$ cat config.mk
export PLATFORM = sky130hd
export DESIGN_NAME = program_counter_unit
export DESIGN_NICKNAME = d
export VERILOG_FILES = /design/src/rtl/program_counter_unit.sv
export SDC_FILE = /design/constraint.sdc
export NUM_CORES = 1
export LEC_CHECK = 0
export BUFFER_PORTS_ARGS = -buffer_cell sky130_fd_sc_hd__buf_2
export CAP_MARGIN = 20
export CORE_MARGIN = 1.5
export CORE_UTILIZATION = 45
export CTS_BUF_LIST = sky130_fd_sc_hd__clkbuf_4
export CTS_CLUSTER_SIZE = 40
export DETAILED_ROUTE_END_ITERATION = 16
export PLACE_DENSITY_LB_ADDON = 0.08
export SYNTH_ARGS = -nofsm -noshare
export SYNTH_HDL_FRONTEND = slang
export SYNTH_SLANG_ARGS = --single-unit
$ cat constraint.sdc
create_clock -name clk -period 3.9 [get_ports clk]
set_input_delay 0.195 -clock clk [delete_from_list [all_inputs] [get_ports clk]]
set_output_delay 0.195 -clock clk [all_outputs]
set_load 0.005 [all_outputs]
$ cat src/rtl/program_counter_unit.sv
// -----------------------------------------------------------------------------
// program_counter_unit
//   Fetch-stage program counter for a MIPS-32 style pipeline. It holds the PC,
//   steps it sequentially, loads aligned branch/jump targets, and keeps a small
//   circular return-address stack (RAS) for call/return. Overflow and underflow
//   of the RAS are recorded in sticky flags that stay set until err_clr.
//
//   Update priority on each rising clk edge: stall > ret > PCSrc > sequential.
//
// Ports
//   clk           in   rising-edge clock
//   reset         in   asynchronous, active-high reset
//   stall         in   hold PC and RAS this cycle (err_clr still acts)
//   PCSrc         in   load setAddress (aligned to INC) into the PC
//   call          in   with PCSrc: push current_pc+INC onto the RAS
//   ret           in   pop RAS top into the PC
//   setAddress    in   branch/jump target
//   err_clr       in   clear sticky fault flags
//   current_pc    out  registered PC
//   pc_plus_inc   out  current_pc + INC, modulo 2^WIDTH (combinational)
//   ras_count     out  number of valid RAS entries
//   ras_empty     out  ras_count == 0
//   ras_full      out  ras_count == RAS_DEPTH
//   ras_overflow  out  sticky: push while full
//   ras_underflow out  sticky: ret while empty
// -----------------------------------------------------------------------------
module program_counter_unit #(
  parameter int unsigned       WIDTH        = 32,
  parameter logic [WIDTH-1:0]  RESET_VECTOR = '0,
  parameter int unsigned       INC          = 4,
  parameter int unsigned       RAS_DEPTH    = 4
) (
  input  logic                         clk,
  input  logic                         reset,
  input  logic                         stall,
  input  logic                         PCSrc,
  input  logic                         call,
  input  logic                         ret,
  input  logic [WIDTH-1:0]             setAddress,
  input  logic                         err_clr,
  output logic [WIDTH-1:0]             current_pc,
  output logic [WIDTH-1:0]             pc_plus_inc,
  output logic [$clog2(RAS_DEPTH):0]   ras_count,
  output logic                         ras_empty,
  output logic                         ras_full,
  output logic                         ras_overflow,
  output logic                         ras_underflow
);

  localparam int unsigned PTR_W = $clog2(RAS_DEPTH);
  localparam int unsigned CNT_W = PTR_W + 1;

  localparam logic [WIDTH-1:0] INC_W      = WIDTH'(INC);
  // INC is a power of two, so clearing the bits below it aligns the target.
  localparam logic [WIDTH-1:0] ALIGN_MASK = ~(INC_W - WIDTH'(1));
  localparam logic [CNT_W-1:0] DEPTH_C    = CNT_W'(RAS_DEPTH);

  // Circular stack: sp is the next slot to write, sp-1 is the top. When the
  // stack is full the slot at sp holds the oldest entry, so a push naturally
  // overwrites it.
  logic [WIDTH-1:0] ras_mem [RAS_DEPTH];
  logic [PTR_W-1:0] sp;
  logic [PTR_W-1:0] top_idx;

  logic [WIDTH-1:0] pc_next;
  logic [PTR_W-1:0] sp_next;
  logic [CNT_W-1:0] count_next;
  logic             push;
  logic             ovf_set;
  logic             unf_set;

  assign pc_plus_inc = current_pc + INC_W;
  assign top_idx     = sp - PTR_W'(1);
  assign ras_empty   = (ras_count == '0);
  assign ras_full    = (ras_count == DEPTH_C);

  // Next-state selection.
  // NOTE: every signal gets a default before the branches; a path that leaves
  // one unassigned would infer a latch.
  always_comb begin
    pc_next    = current_pc;
    sp_next    = sp;
    count_next = ras_count;
    push       = 1'b0;
    ovf_set    = 1'b0;
    unf_set    = 1'b0;

    if (!stall) begin
      if (ret) begin
        if (!ras_empty) begin
          pc_next    = ras_mem[top_idx];
          sp_next    = top_idx;
          count_next = ras_count - CNT_W'(1);
        end else begin
          pc_next = pc_plus_inc;
          unf_set = 1'b1;
        end
      end else if (PCSrc) begin
        pc_next = setAddress & ALIGN_MASK;
        if (call) begin
          push    = 1'b1;
          sp_next = sp + PTR_W'(1);
          if (ras_full) begin
            ovf_set = 1'b1;
          end else begin
            count_next = ras_count + CNT_W'(1);
          end
        end
      end else begin
        pc_next = pc_plus_inc;
      end
    end
  end

  // Control state.
  // NOTE: registers are updated with non-blocking assignments so every flop
  // samples the pre-edge values regardless of statement order.
  always_ff @(posedge clk or posedge reset) begin
    if (reset) begin
      current_pc    <= RESET_VECTOR;
      sp            <= '0;
      ras_count     <= '0;
      ras_overflow  <= 1'b0;
      ras_underflow <= 1'b0;
    end else begin
      current_pc    <= pc_next;
      sp            <= sp_next;
      ras_count     <= count_next;
      // A new fault wins over a clear arriving in the same cycle.
      ras_overflow  <= ovf_set | (ras_overflow  & ~err_clr);
      ras_underflow <= unf_set | (ras_underflow & ~err_clr);
    end
  end

  // Stack storage.
  // NOTE: the storage array has no reset; ras_count/sp say which entries are
  // valid, so resetting the data would only add reset fan-out.
  always_ff @(posedge clk) begin
    if (push && !reset) begin
      ras_mem[sp] <= pc_plus_inc;
    end
  end

endmodule
; ---- After elaboration in Yosys (flattened, before gate mapping)
; Memory sizes are Yosys's and may differ from the RTL's.
; Index checks and enable logic that the tools add are counted.
[totals]
in_bits = 39
romBits = 0
ramBits = 128
wordCells = 53
n_memories = 1
reg_bits = 39
latch_bits = 0
[op_classes]
div = 0
n_reduce_logical = 7
order_cmp = 0
n_addsub = 5
shifts = 0
n_mux = 26
eq_ne = 3
bitwise_logic = 6
multipliers = 0
[memory_table]
columns = memory, words, width, read_ports, rd_clocked_by_memory_dff, wr, line
row1 = ras_mem, 4, 32, 1, 0, 1, 61  ; logic [WIDTH-1:0] ras_mem [RAS_DEPTH];
[ops]
columns = op, n
row1 = 32-bit two-way mux, 3
row2 = 32-bit by 3-bit adder with 32-bit output (second input constant), 1
row3 = 3-bit two-way mux, 5
row4 = 1-bit two-way mux, 14
row5 = 2-bit two-way mux, 4
row6 = 5-bit AND reduction, 1
row7 = 2-bit != test (second input constant), 2
row8 = 4-bit AND reduction, 1
row9 = 2-bit nonzero test, 2
row10 = 3-bit by 1-bit adder with 3-bit output (second input constant), 1
row11 = 3-bit equality test (second input constant), 1
row12 = 3-bit zero test, 1
row13 = 3-bit by 1-bit subtractor with 3-bit output (second input constant), 1
row14 = 2-bit by 1-bit adder with 2-bit output (second input constant), 1
row15 = 1-bit AND, 2
row16 = 1-bit inverter, 2
row17 = 1-bit bitwise OR, 2
row18 = 2-bit by 1-bit subtractor with 2-bit output (second input constant), 1
row19 = 1-bit logical AND, 1
row20 = 1-bit zero test, 1

; ---- Longest topological paths before layout
[logic_depth]
ltp_word = 7
depth_mapped = 11
depth_no_buf = 7

; ---- Least setup slack after synthesis
; No wires, ideal clock.
[synth_timing]
path_kind = reg-to-reg
start = register sp[0]
end = register current_pc[31]
t_required_ns = 3.771
arrival_time_ns = 2.633
period_less_slack_ns = 2.762
stages_incl_launch_ff = 12
slack_ns = 1.138
path_cell_list = dfrtp_1 > clkbuf_1 > buf_2 > inv_1 > ha_1 > clkbuf_1 > clkbuf_1 > mux4_2 > a22oi_1 > nor2_1 > a31oi_1 > nand3_1
[synth_via]
elab_chain_cells = 4
[synth_rtl]
columns = element, line
row1 = start: declaration, 62  ; logic [PTR_W-1:0] sp;
row2 = start signal: assignment, 127  ; sp <= sp_next;
row3 = 2-bit by 1-bit subtractor with 2-bit output, 73  ; assign top_idx = sp - PTR_W'(1);
row4 = memory 4 x 32 bit, --
row5 = 32-bit two-way mux, 90  ; if (!ras_empty) begin
row6 = 32-bit two-way mux, 89  ; if (ret) begin
row7 = end signal: assignment, 126  ; current_pc <= pc_next;
row8 = end: declaration, 41  ; output logic [WIDTH-1:0] current_pc,
; No other way between the ends.
; A chain may end at the register's enable or synchronous reset.

; ---- Final worst setup path
[layout_timing]
start = register current_pc[2]
end = output pc_plus_inc[26]
[layout_via]
elab_chain_cells = 1
[layout_rtl]
columns = element, line
row1 = 32-bit by 3-bit adder with 32-bit output, 72  ; assign pc_plus_inc = current_pc + INC_W;
row2 = end: declaration, 42  ; output logic [WIDTH-1:0] pc_plus_inc,
; No other way between the ends.

==> run summary <==
==========================================================================================
Number of port buffers                                                                 107
Period Utilization, post-route                                                      87.52%
Final core utilization                                                              52.77%
Launching element of the worst setup path                                     current_pc[2]
DIE HEIGHT                                                                        132.1 um
RSZ-0062 raised after global routing                                                    no
FF+latch count, synth                                                                  167
Final critical-path required period                                               3.413 ns
Number of antenna-violating nets in the routed design                                    0
Compound-gate portion of the synthesized area                                       10.59%
Dominant register cell in the synthesized netlist                             sky130_fd_sc_hd__edfxtp_1
Largest net degree at the start of global routing                                       58
Setup Fix Bufs, Post-CTS                                                                 0
Clock tree buffer depth                                                                  2
Endpoint kind of the worst setup timing path                                   output port
Share of Yosys cell area claimed by the top area cell type                          51.22%
Detailed-routing iteration count for the pre-antenna-repair pass                         5
Number of filler cells placed in the layout                                           1426
DPL Wire Length                                                                   11710 um
Number of standard cells in the layout, taps in and fillers out                        867
Sequential fraction of the synthesis area                                           64.22%
Total of max-cap violations                                                              0
Via count of the first global-routing pass                                            4922
GRT Util Overall                                                                    21.74%
Die Wd                                                                            132.1 um
First-pass GRT wire length                                                        28500 um
Site Rows                                                                               47
Worst-case headroom to the max-slew limit                                           44.52%
Hold Path Class                                                                     in2reg
Origin of the critical flop-to-flop path                                      current_pc[2]
Cell count after placement                                                             821
Worst Setup Path Type                                                              reg2out
Chain of cells forming the critical path                                      ha_1 > nand3_1 > nor4_4 > nand2_1 > nor2_1 > xor2_1 > buf_2
Overall die area                                                               17460 sq um
Power density normalized to cell area                                         699.8 nW/um^2
Setup clock skew after layout                                                   0.01685 ns
Effective utilization at floorplan                                                  45.58%
Number of nets in the finished design                                                  679
TritonCTS clock tree                                                                   yes
Via Count                                                                             4842
Simple logic cell fraction of the synthesized area                                  7.186%
Worst-path maximum fanout                                                               13
Slew at the pin closest to its max-slew limit                                    0.8313 ns
Static power due to leakage                                                       3.263 nW
Total grt overflow                                                                       0
Inserted Clock Buffers                                                                  17
Number of slew-limit violations in the final report                                      0
CP startpoint kind                                                                    flop
Mux contribution to synthesized area                                                9.737%
Net count after synthesis                                                              564
Total power                                                                       6.080 mW
Number of standard cells after synthesis                                               519
Worst path max stage delay                                                         0.74 ns
Top area cells in the synthesized netlist                                     sky130_fd_sc_hd__edfxtp_1 (51%), sky130_fd_sc_hd__dfrtp_1 (13%), sky130_fd_sc_hd__mux4_2 (9.6%), sky130_fd_sc_hd__xnor2_1 (2.3%), sky130_fd_sc_hd__a22oi_1 (1.8%)
Max frequency                                                                    293.0 MHz
Clock root cell                                                               sky130_fd_sc_hd__clkbuf_4
Fraction of synthesized cell area in xor and xnor cells                             3.735%
Fraction of final layout cells sized beyond drive strength 1                        29.21%
Number of sinks handled by clock tree synthesis                                        167
Count of H-tree levels built during CTS                                                  4
Final setup violating endpoints                                                          0
Worst-Skew Late Latency                                                            0.56 ns
Number of different library cells in the post-synthesis netlist                         50
Post-DP Area                                                                    8269 sq um
Aggregate negative setup slack                                                        0 ns
Final antenna diode count                                                                0
Crit path DAT                                                                      3.22 ns
Total non-filler cell area in the finished layout                               8688 sq um
Outcome                                                                       complete, no violations
Number of antenna violations at the first check in global routing                        0
Clock Pin Slew Worst Setup and Hold Paths                                          0.12 ns
GPL Wtd Cong                                                                        0.7927
Post-synthesis instance area                                                    7505 sq um
Async S/R FF share, synth                                                           23.35%
Count of unresolved DRC violations after routing                                         0
Mean cell area of the mapped netlist                                           14.46 sq um
Share of synthesized cell area in full adder, half adder and majority cells         1.100%
Yosys warnings                                                                           0
Area Overhead vs Synth                                                              15.77%
Post-detailed-route wirelength per cell                                           20.90 um
Via density per instance                                                             5.585
Combinational family with the most area after synthesis                       compound AO/OA/AOI/OAI gates
Drt first-iter violations                                                              359
Largest area contributor in the synthesized netlist                           sky130_fd_sc_hd__edfxtp_1
Post-cts repair resize count                                                             0
Data required time at the worst endpoint                                           3.70 ns
Core box area                                                                  16470 sq um
WL final                                                                          18120 um
Count of flip-flops with a built-in enable after synthesis                             128
Final Hold Violating Endpoints                                                           0
Ports                                                                                  110
Origin of the worst min-delay path                                            setAddress[19]
Cell with the largest stage delay on the worst path                           sky130_fd_sc_hd__nor4_4
Worst ir drop on vdd                                                             0.3665 mV
==========================================================================================
-- cells by family after synthesis --
| kind of cell | Yosys count |
|---|---|
| XOR/XNOR | 32 |
| buffers and inverters | 63 |
| AO/OA/AOI/OAI | 121 |
| AND/OR/NAND/NOR | 97 |
| flip-flops | 167 |
| multiplexers | 33 |
| adder cells (fa/ha/maj) | 6 |
-- what timing repair did --
action	CTS	global route
endpoints found under the setup margin	0	0
hold buffers	14	0
hold endpoints to repair	31	0
-- state kept, by name (all words and copies together), names as in the netlist --
register / cells
ras_mem: 128
ras_underflow: 1
ras_overflow: 1
sp: 2
ras_count: 3
current_pc: 32
-- layer usage --
layer / up-vias / share of wire (%) / track usage (%)
met5: - / 0 / 0
met4: 0 / 1.2 / 7.037
met3: 12 / 5.5 / 4.960
met2: 123 / 49 / 34.82
met1: 2474 / 45 / 29.67
li1: 2233 / - / -
-- layout by cell type (no fill, tap or decap), drive strengths merged, types with 18 or more instances in the layout --
cell	netlist	final
a22oi	18	18
nand2	21	21
buf	11	121
clkbuf	28	19
nor2	24	24
a21oi	23	23
o21ai	31	31
dfrtp	39	39
xnor2	20	20
mux4	32	32
edfxtp	128	128
inv	24	24
-- power by group --
part	total [mW]	internal, mW	switching, mW	leakage (nW)
Combinational	2.33	1.09	1.24	1.49
Clock	1.01	0.442	0.570	0.145
Sequential	2.74	2.36	0.381	1.63
Total	6.08	3.89	2.19	3.26
-- final timing paths --
kind	end	slack [ns]	cells after the start
max	pc_plus_inc[26]	0.49	7
min	current_pc[19]	0.04	4
max reg2reg	ras_mem[1][26]	1.21	6
min reg2reg	ras_underflow	0.54	1
max in group asynchronous	sp[0]	2.72	4
min in group asynchronous	ras_count[0]	0.35	3
-- cell type report --
class	instances	area [sq um]	share of cell area, %
clock inverters	13	136.4	1.570
well taps	220	275.3	3.168
inverters	24	90.09	1.037
clock buffers	19	142.6	1.642
repair buffers	135	793.3	9.130
multi-input cells	289	2430	27.97
flip-flops and latches	167	4821	55.49
-- stage by stage --
step                hold WS (ns)  setup slack (ns)
floorplan                 0.2872             1.138
global placement          0.4113             1.181
detailed placement        0.4181             1.086
CTS                     0.004433            0.4415
global route            0.002993            0.1814
finish                   0.03875            0.4866
-- Yosys cell counts (all sizes together), types with 5 or more instances --
cell,instances
edfxtp,128
dfrtp,39
mux4,32
o21ai,31
clkbuf,28
inv,24
nor2,24
a21oi,23
nand2,21
xnor2,20
a22oi,18
nand3,14
o31a,13
nand4,12
xor2,12
buf,11
o22ai,9
a22o,7
a31oi,7
nor3,6
and2,5
and3,5
ha,5
-- critical path, delay by kind of cell (launching register included) --
| kind | cells | cell delay, ns |
|---|---|---|
| XOR/XNOR | 1 | 0.33 |
| adder cells (fa/ha/maj) | 1 | 0.27 |
| buffers and inverters | 1 | 0.18 |
| flip-flops | 1 | 0.46 |
| AND/OR/NAND/NOR | 4 | 1.43 |
Power figures use the tool's default switching activity.
